==> config.mk <==
export PLATFORM = sky130hd
export DESIGN_NAME = ddr_frame_wr_ctrl
export DESIGN_NICKNAME = d
export VERILOG_FILES = /design/src/rtl/ddr_frame_pkg.sv /design/src/rtl/ddr_frame_wr_ctrl.sv
export SDC_FILE = /design/constraint.sdc
export NUM_CORES = 1
export LEC_CHECK = 0
export ABC_AREA = 1
export BUFFER_PORTS_ARGS = -buffer_cell sky130_fd_sc_hd__buf_2
export CORE_ASPECT_RATIO = 0.75
export CORE_MARGIN = 8
export CORE_UTILIZATION = 40
export DETAILED_ROUTE_END_ITERATION = 10
export PLACE_DENSITY = 0.65
export SETUP_SLACK_MARGIN = 0.15
export SYNTH_ARGS = -nofsm -noshare
export SYNTH_HDL_FRONTEND = slang
export SYNTH_SLANG_ARGS = --single-unit
==> constraint.sdc <==
create_clock -name clk -period 4.5 [get_ports clk]
set_clock_uncertainty 0.2 [all_clocks]
set_input_delay 0.675 -clock clk [delete_from_list [all_inputs] [get_ports clk]]
set_output_delay 0.675 -clock clk [all_outputs]
set_load 0.01 [all_outputs]
==> src/rtl/ddr_frame_pkg.sv <==
// Shared types and defaults for the DDR frame read/write address
// controllers.
package ddr_frame_pkg;

  localparam int BANK_W          = 2;
  localparam int DEF_FRAME_WORDS = 307200;
  localparam int DEF_BURST_LEN   = 256;

  typedef enum logic [2:0] {
    ST_IDLE,
    ST_WAIT_DATA,
    ST_REQ,
    ST_BURST,
    ST_DONE
  } frame_state_e;

  function automatic int min_i(input int a, input int b);
    return (a < b) ? a : b;
  endfunction

endpackage

==> src/rtl/ddr_frame_wr_ctrl.sv <==
// Write-side frame address generator: walks one bank's frame buffer
// in FIFO-sized bursts and flags frame completion.
module ddr_frame_wr_ctrl
  import ddr_frame_pkg::*;
#(
  parameter int ADDR_W      = 24,
  parameter int LEN_W       = 9,
  parameter int BURST_LEN   = DEF_BURST_LEN,
  parameter int FRAME_WORDS = DEF_FRAME_WORDS,
  parameter int USEDW_W     = 10
) (
  input  logic               clk,
  input  logic               rst_n,
  input  logic [BANK_W-1:0]  wr_bank,
  input  logic               wr_load,
  input  logic [USEDW_W-1:0] fifo_usedw,
  output logic               burst_req,
  output logic [ADDR_W-1:0]  burst_addr,
  output logic [LEN_W-1:0]   burst_len,
  input  logic               burst_ack,
  input  logic               burst_done,
  output logic               frame_write_done
);

  localparam int OFF_W = ADDR_W - BANK_W;
  localparam int CNT_W = $clog2(FRAME_WORDS + 1);

  frame_state_e state_q, state_d;

  logic [BANK_W-1:0] bank_q, bank_d;
  logic [BANK_W-1:0] pend_bank_q, pend_bank_d;
  logic              load_pend_q, load_pend_d;
  logic [OFF_W-1:0]  offset_q, offset_d;
  logic [CNT_W-1:0]  word_cnt_q, word_cnt_d;
  logic              req_q, req_d;
  logic [ADDR_W-1:0] addr_q, addr_d;
  logic [LEN_W-1:0]  len_q, len_d;
  logic              done_q, done_d;

  logic [LEN_W-1:0]  cur_len;
  logic              fill_ok;
  logic [CNT_W-1:0]  cnt_next;
  logic [OFF_W-1:0]  off_next;
  logic [BANK_W-1:0] load_bank;

  // Last burst of a frame shrinks to the words still outstanding.
  assign cur_len = LEN_W'(min_i(BURST_LEN,
                   FRAME_WORDS - int'(word_cnt_q)));
  assign fill_ok = int'(fifo_usedw) >= int'(cur_len);

  assign cnt_next  = word_cnt_q + CNT_W'(len_q);
  assign off_next  = offset_q + OFF_W'(len_q);
  assign load_bank = wr_load ? wr_bank : pend_bank_q;

  always_comb begin
    state_d     = state_q;
    bank_d      = bank_q;
    pend_bank_d = pend_bank_q;
    load_pend_d = load_pend_q;
    offset_d    = offset_q;
    word_cnt_d  = word_cnt_q;
    req_d       = req_q;
    addr_d      = addr_q;
    len_d       = len_q;
    done_d      = done_q;

    unique case (state_q)
      ST_IDLE, ST_DONE, ST_WAIT_DATA: begin
        if (wr_load) begin
          state_d    = ST_WAIT_DATA;
          bank_d     = wr_bank;
          offset_d   = '0;
          word_cnt_d = '0;
          done_d     = 1'b0;
        end else if (state_q == ST_WAIT_DATA && fill_ok) begin
          state_d = ST_REQ;
          addr_d  = {bank_q, offset_q};
          len_d   = cur_len;
          req_d   = 1'b1;
        end
      end
      ST_REQ: begin
        if (wr_load) begin
          load_pend_d = 1'b1;
          pend_bank_d = wr_bank;
        end
        if (burst_ack) begin
          state_d = ST_BURST;
          req_d   = 1'b0;
        end
      end
      ST_BURST: begin
        if (burst_done) begin
          load_pend_d = 1'b0;
          offset_d    = off_next;
          word_cnt_d  = cnt_next;
          // A load landing on the done edge counts as pending too.
          if (wr_load || load_pend_q) begin
            state_d    = ST_WAIT_DATA;
            bank_d     = load_bank;
            offset_d   = '0;
            word_cnt_d = '0;
            done_d     = 1'b0;
          end else if (int'(cnt_next) == FRAME_WORDS) begin
            state_d = ST_DONE;
            done_d  = 1'b1;
          end else begin
            state_d = ST_WAIT_DATA;
          end
        end else if (wr_load) begin
          load_pend_d = 1'b1;
          pend_bank_d = wr_bank;
        end
      end
      default: state_d = ST_IDLE;
    endcase
  end

  always_ff @(posedge clk or negedge rst_n) begin
    if (!rst_n) begin
      state_q     <= ST_IDLE;
      bank_q      <= '0;
      pend_bank_q <= '0;
      load_pend_q <= 1'b0;
      offset_q    <= '0;
      word_cnt_q  <= '0;
      req_q       <= 1'b0;
      addr_q      <= '0;
      len_q       <= '0;
      done_q      <= 1'b0;
    end else begin
      state_q     <= state_d;
      bank_q      <= bank_d;
      pend_bank_q <= pend_bank_d;
      load_pend_q <= load_pend_d;
      offset_q    <= offset_d;
      word_cnt_q  <= word_cnt_d;
      req_q       <= req_d;
      addr_q      <= addr_d;
      len_q       <= len_d;
      done_q      <= done_d;
    end
  end

  assign burst_req        = req_q;
  assign burst_addr       = addr_q;
  assign burst_len        = len_q;
  assign frame_write_done = done_q;

endmodule

# Word level (Yosys, flattened, before mapping)

Cells that the tools add are included.

Register bits after elaboration: 84
Logic and storage cells: 79
Output and inout bits: 35
Bits of input ports: 17

Multiplexer cells: 35
Add/sub/neg operators: 3
Bitwise gates (word level): 1
Reductions and logical operators: 14
Order comparisons: 2
Equality and inequality tests: 14

Operators by type and width:

| operator                 | count |
|---|---|
| $mux W22                 | 3 |
| $mux W19                 | 3 |
| $pmux W22 S2             | 1 |
| $pmux W19 S2             | 1 |
| $add A22 B9 Y22          | 1 |
| $lt A10 B20 Y1 const A   | 1 |
| $sub A19 B19 Y20 const A | 1 |
| $add A19 B9 Y19          | 1 |
| $eq A19 B19 Y1 const B   | 1 |
| $mux W3                  | 6 |
| $ne A2 B2 Y1 const B     | 7 |
| $reduce_and A4 Y1        | 3 |
| $ge A10 B9 Y1            | 1 |
| $mux W2                  | 5 |
| $mux W1                  | 9 |
| $mux W9                  | 1 |
| $pmux W3 S3              | 1 |
| $reduce_and A3 Y1        | 3 |
| $pmux W2 S2              | 2 |
| $eq A3 B2 Y1 const B     | 2 |
| $ne A3 B3 Y1 const B     | 2 |
| $pmux W1 S2              | 3 |
| $reduce_bool A2 Y1       | 3 |
| $eq A3 B1 Y1 const B     | 1 |
| other kinds (7)          | 7 |

# Logic depth before layout (Yosys ltp)

Depth after elaboration: 8
Mapped depth: 27
Gate-level depth less buffers: 27

# Least setup slack after synthesis

No wires, ideal clock.

Kind: flip-flop to flip-flop
Start: register word_cnt_q[0]
End: register addr_q[3], in the netlist burst_addr[3]
Period minus slack after synthesis: 3.520 ns
Cell stages (with the launch flop): 26
Path slack: 0.980 ns
Required time: 4.168 ns
Buffers on the path: 2
Arrival: 3.188 ns
Setup time: 0.132 ns
Cell sequence: dfrtp_1 inv_1 ha_1 nand3_2 nor2_2 nand3_2 nand2_1 o21ai_1 nor2_1 nand3_1 nor2_2 nand2_2 nand2_4 buf_8 nand2_1 ha_1 nand2_1 nor4_1 nand2_1 nand4_1 nand2_1 nor2_2 inv_2 clkbuf_1 nand2_1 o21ai_0

Word-level cells in the longest chain between the ends: 6

Ends and longest elaborated chain:

| what                          | line                     | source |
|---|---|---|
| start, declared               | ddr_frame_wr_ctrl.sv:34  | `logic [CNT_W-1:0] word_cnt_q, word_cnt_d;` |
| start signal, assigned        | ddr_frame_wr_ctrl.sv:137 | `word_cnt_q <= word_cnt_d;` |
| $sub A19 B19 Y20 *            | ddr_frame_wr_ctrl.sv:48  | `FRAME_WORDS - int'(word_cnt_q)));` |
| $lt A10 B20 Y1                | ddr_frame_pkg.sv:18      | `return (a < b) ? a : b;` |
| $mux W9 *                     | ddr_frame_pkg.sv:18      |  |
| $ge A10 B9 Y1 *               | ddr_frame_wr_ctrl.sv:49  | `assign fill_ok = int'(fifo_usedw) >= int'(cur_len);` |
| $logic_and A1 B1 Y1 *         | ddr_frame_wr_ctrl.sv:75  | `end else if (state_q == ST_WAIT_DATA && fill_ok) begin` |
| $reduce_and A3 Y1 (no line) * | --                       |  |
| end signal, assigned          | ddr_frame_wr_ctrl.sv:139 | `addr_q <= addr_d;` |
| end, declared                 | ddr_frame_wr_ctrl.sv:36  | `logic [ADDR_W-1:0] addr_q, addr_d;` |

Every way passes the cells marked *; elsewhere a longest branch is shown, timed or not.
A chain may end at the register's enable or synchronous reset.

# Worst setup path in the final report

Start: register word_cnt_q[0]
End: register addr_q[5], in the netlist burst_addr[5]

Same word-level chain as after synthesis.

==> flow_summary.yaml <==
clock_tree:
  cts_buffer_depth: 2
  cts_buffers: 9
  clock_latency_ns: 0.34
  cts_hold_buf: 0
  cts_setup_buffers: 0
  root_buffer: "clkbuf_16"
  cts_tree: "done"
  cts.clk_slew.worst_paths_ns: 0.07
  cts_sinks: 84
  h-tree-depth: 3
grt:
  grt_overflow: 0
  track_usage: 0.169
  grt_pass1_wl_mm: 24.9
  grt_pass1_vias: 4952
  grt_max_degree: 55
  antenna_found_initial: 0
yosys:
  syn_area_um2: 5550
  yosysTopAreaCell: "dfrtp_1"
  syn_inst: 783
  syn_nets: 831
  ys_ff_latch: 84
  yosysWarningCount: 0
  synth_area_leaders: "dfrtp_1 38%, nand2_1 17%, inv_1 7.2%"
  synth_top_cells_by_count: "245 x nand2_1, 107 x inv_1, 84 x dfrtp_1, 66 x nor2_1, 56 x o21ai_0"
  synth.distinct_cells: 36
  synthDominantCellAreaShare: 0.379
  synthArstFlopShare: 1.00
  synth_edf_count: 0
  synth_flop_cell: "dfrtp_1"
  ys_seq_area_frac: 0.379
  yosysMostFrequentCell: "nand2_1"
  syn-mean-instance-area_um2: 7.09
route:
  drt_iter0_markers: 284
  finalWirelength_mm: 14.5
  viasPerCell: 5.00
  vias: 5071
  drc_errors: 0
  drtPass1Iterations: 5
  wl_per_cell_um: 14.3
  final_antenna_net_count: 0
place:
  pre_cts_slack_ns: 0.567
  hpwlAfterDp_mm: 11.0
  io_buffers: 51
  gp_congestion: 0.882
critical_path:
  cp_max_fo: 53
  critPathKind: "flip-flop to flip-flop"
  cp-start-kind: "flip-flop"
  cp-end-kind: "flip-flop"
  crit_required_ns: 4.50
  crit_arrival_ns: 3.78
sta:
  setup_ws_ns: 0.721
  worst_slew_pin_slew_ns: 0.716
  relSlewSlack: 0.523
  slew_viol_final: 0
  min_period_ns: 3.78
  rsz0062_at_grt: "false"
  finalCritPeriodShare: 0.840
  hold_viol_final: 0
  setup_violations: 0
  max_freq_mhz: 265
  fin_setup_tns_ns: 0
  fin_hold_ws_ns: 0.179
die:
  start_util: 0.406
  dieArea_um2: 17900
  fp.dieW_um: 152
  core_area_um2: 13700
  ios: 52
  die_h_um: 118
  num_rows: 37
power_and_ir_drop:
  p_per_area_nw_per_um2: 337
  ir_drop_uv: 305
  leakagePower_nw: 3.30
  total_power_w: 0.00212
finish:
  fin_util: 0.461
  nFillCells: 1406
  seq_area_um2: 2100
  multiInputGateArea_um2: 2950
  final_nets: 882
  drive_above_1_share: 0.124
  antennaDiodeCount: 0
  area_growth_syn_to_layout_pct: 13.4
hold_path:
  worstHoldPathType: "primary input to async pin"
job:
  maxCapViolations: 0
status:
  status: "completed"
-- power by group --
group | total (W) | internal, W | switching [W]
sequential | 0.000876 | 0.000827 | 0.0000492
combinational | 0.000474 | 0.000142 | 0.000332
clock | 0.000772 | 0.000439 | 0.000334
total | 0.00212 | 0.00141 | 0.000715
-- state kept, by name, summed over array words and instances (netlist names) --
register          cells
offset_q             22
burst_req             1
load_pend_q           1
burst_len             9
word_cnt_q           19
state_q               3
burst_addr           24
frame_write_done      1
bank_q                2
pend_bank_q           2
-- logic make-up after synthesis --
logic type | after synthesis | share of synthesized area
adder cells (fa/ha/maj) | 31 | 0.0726
AND/OR/NAND/NOR | 416 | 0.332
flip-flops | 84 | 0.379
XOR/XNOR | 8 | 0.0126
AO/OA/AOI/OAI | 118 | 0.115
buffers and inverters | 126 | 0.0889
-- layout by cell type, fill, tap and decap left out, drive strengths merged --
cell type  count
xor2           5
or2            4
dfrtp         84
ha            29
nand3         57
buf           55
nor4           4
fa             2
clkbuf         9
clkinv         3
o211ai         1
bufinv         1
inv          112
nand3b         5
o21a           2
nor3           8
xnor2          3
nand4          8
o21ai         58
a21oi         28
nor2          76
a21o           2
o22ai         20
a31oi          7
nand2        253
clkinvlp       2
and2           1
-- worst max-delay path, cell delays in order (launching register included) --
cell and delay, ns:
dfrtp_1 0.44, inv_1 0.14, ha_1 0.24, nand3_2 0.15, o21ai_1 0.20, nand3_1 0.10
nor2_1 0.10, nand2_1 0.06, nand2_1 0.05, nand2_1 0.05, nor2_1 0.10, nand2_2 0.09
nand2_4 0.15, nand2_1 0.09, ha_1 0.31, nand2_1 0.08, nor4_1 0.27, nand2_1 0.08
nand4_1 0.08, nand2_1 0.09, nor2_2 0.15, inv_4 0.19, nand2_1 0.10, o21ai_0 0.09
-- path summary, 6_finish.rpt --
path	start	end	slack [ns]	cells after the start
max	word_cnt_q[0]	burst_addr[5]	0.72	23
min	rst_n	offset_q[2]	0.18	1
max reg2reg	word_cnt_q[0]	burst_addr[5]	0.72	23
min reg2reg	burst_addr[9]	burst_addr[9]	0.27	2
max in group asynchronous	rst_n	word_cnt_q[17]	3.01	2
min in group clk	burst_addr[9]	burst_addr[9]	0.27	2
-- final cells by class --
type	instances	share of cell area
Multi-Input combinational cell	573	0.469
Sequential cell	84	0.334
Tap cell	175	0.0348
Inverter	111	0.0666
Clock buffer	9	0.0358
Timing Repair Buffer	55	0.0457
Clock inverter	7	0.0139
-- stage by stage --
stage / instance area [um2] / std cells
floorplan: 5550 / 783
finish: 6290 / 1014
CTS: 6290 / 1014
detailed placement: 5980 / 998
global placement: 5980 / 998
global route: 6290 / 1014
-- routing by layer --
layer  part of all wire  global-route usage
met1               0.53               0.250
met2               0.39               0.237
met3              0.070              0.0448
met4              0.012              0.0405
met5                  0                   0
-- timing repair --
action,CTS,global route
hold endpoints to repair,0,0
resized for setup,0,2
endpoints found under the setup margin,0,34
Note: power is estimated with default switching activity, not from simulation.
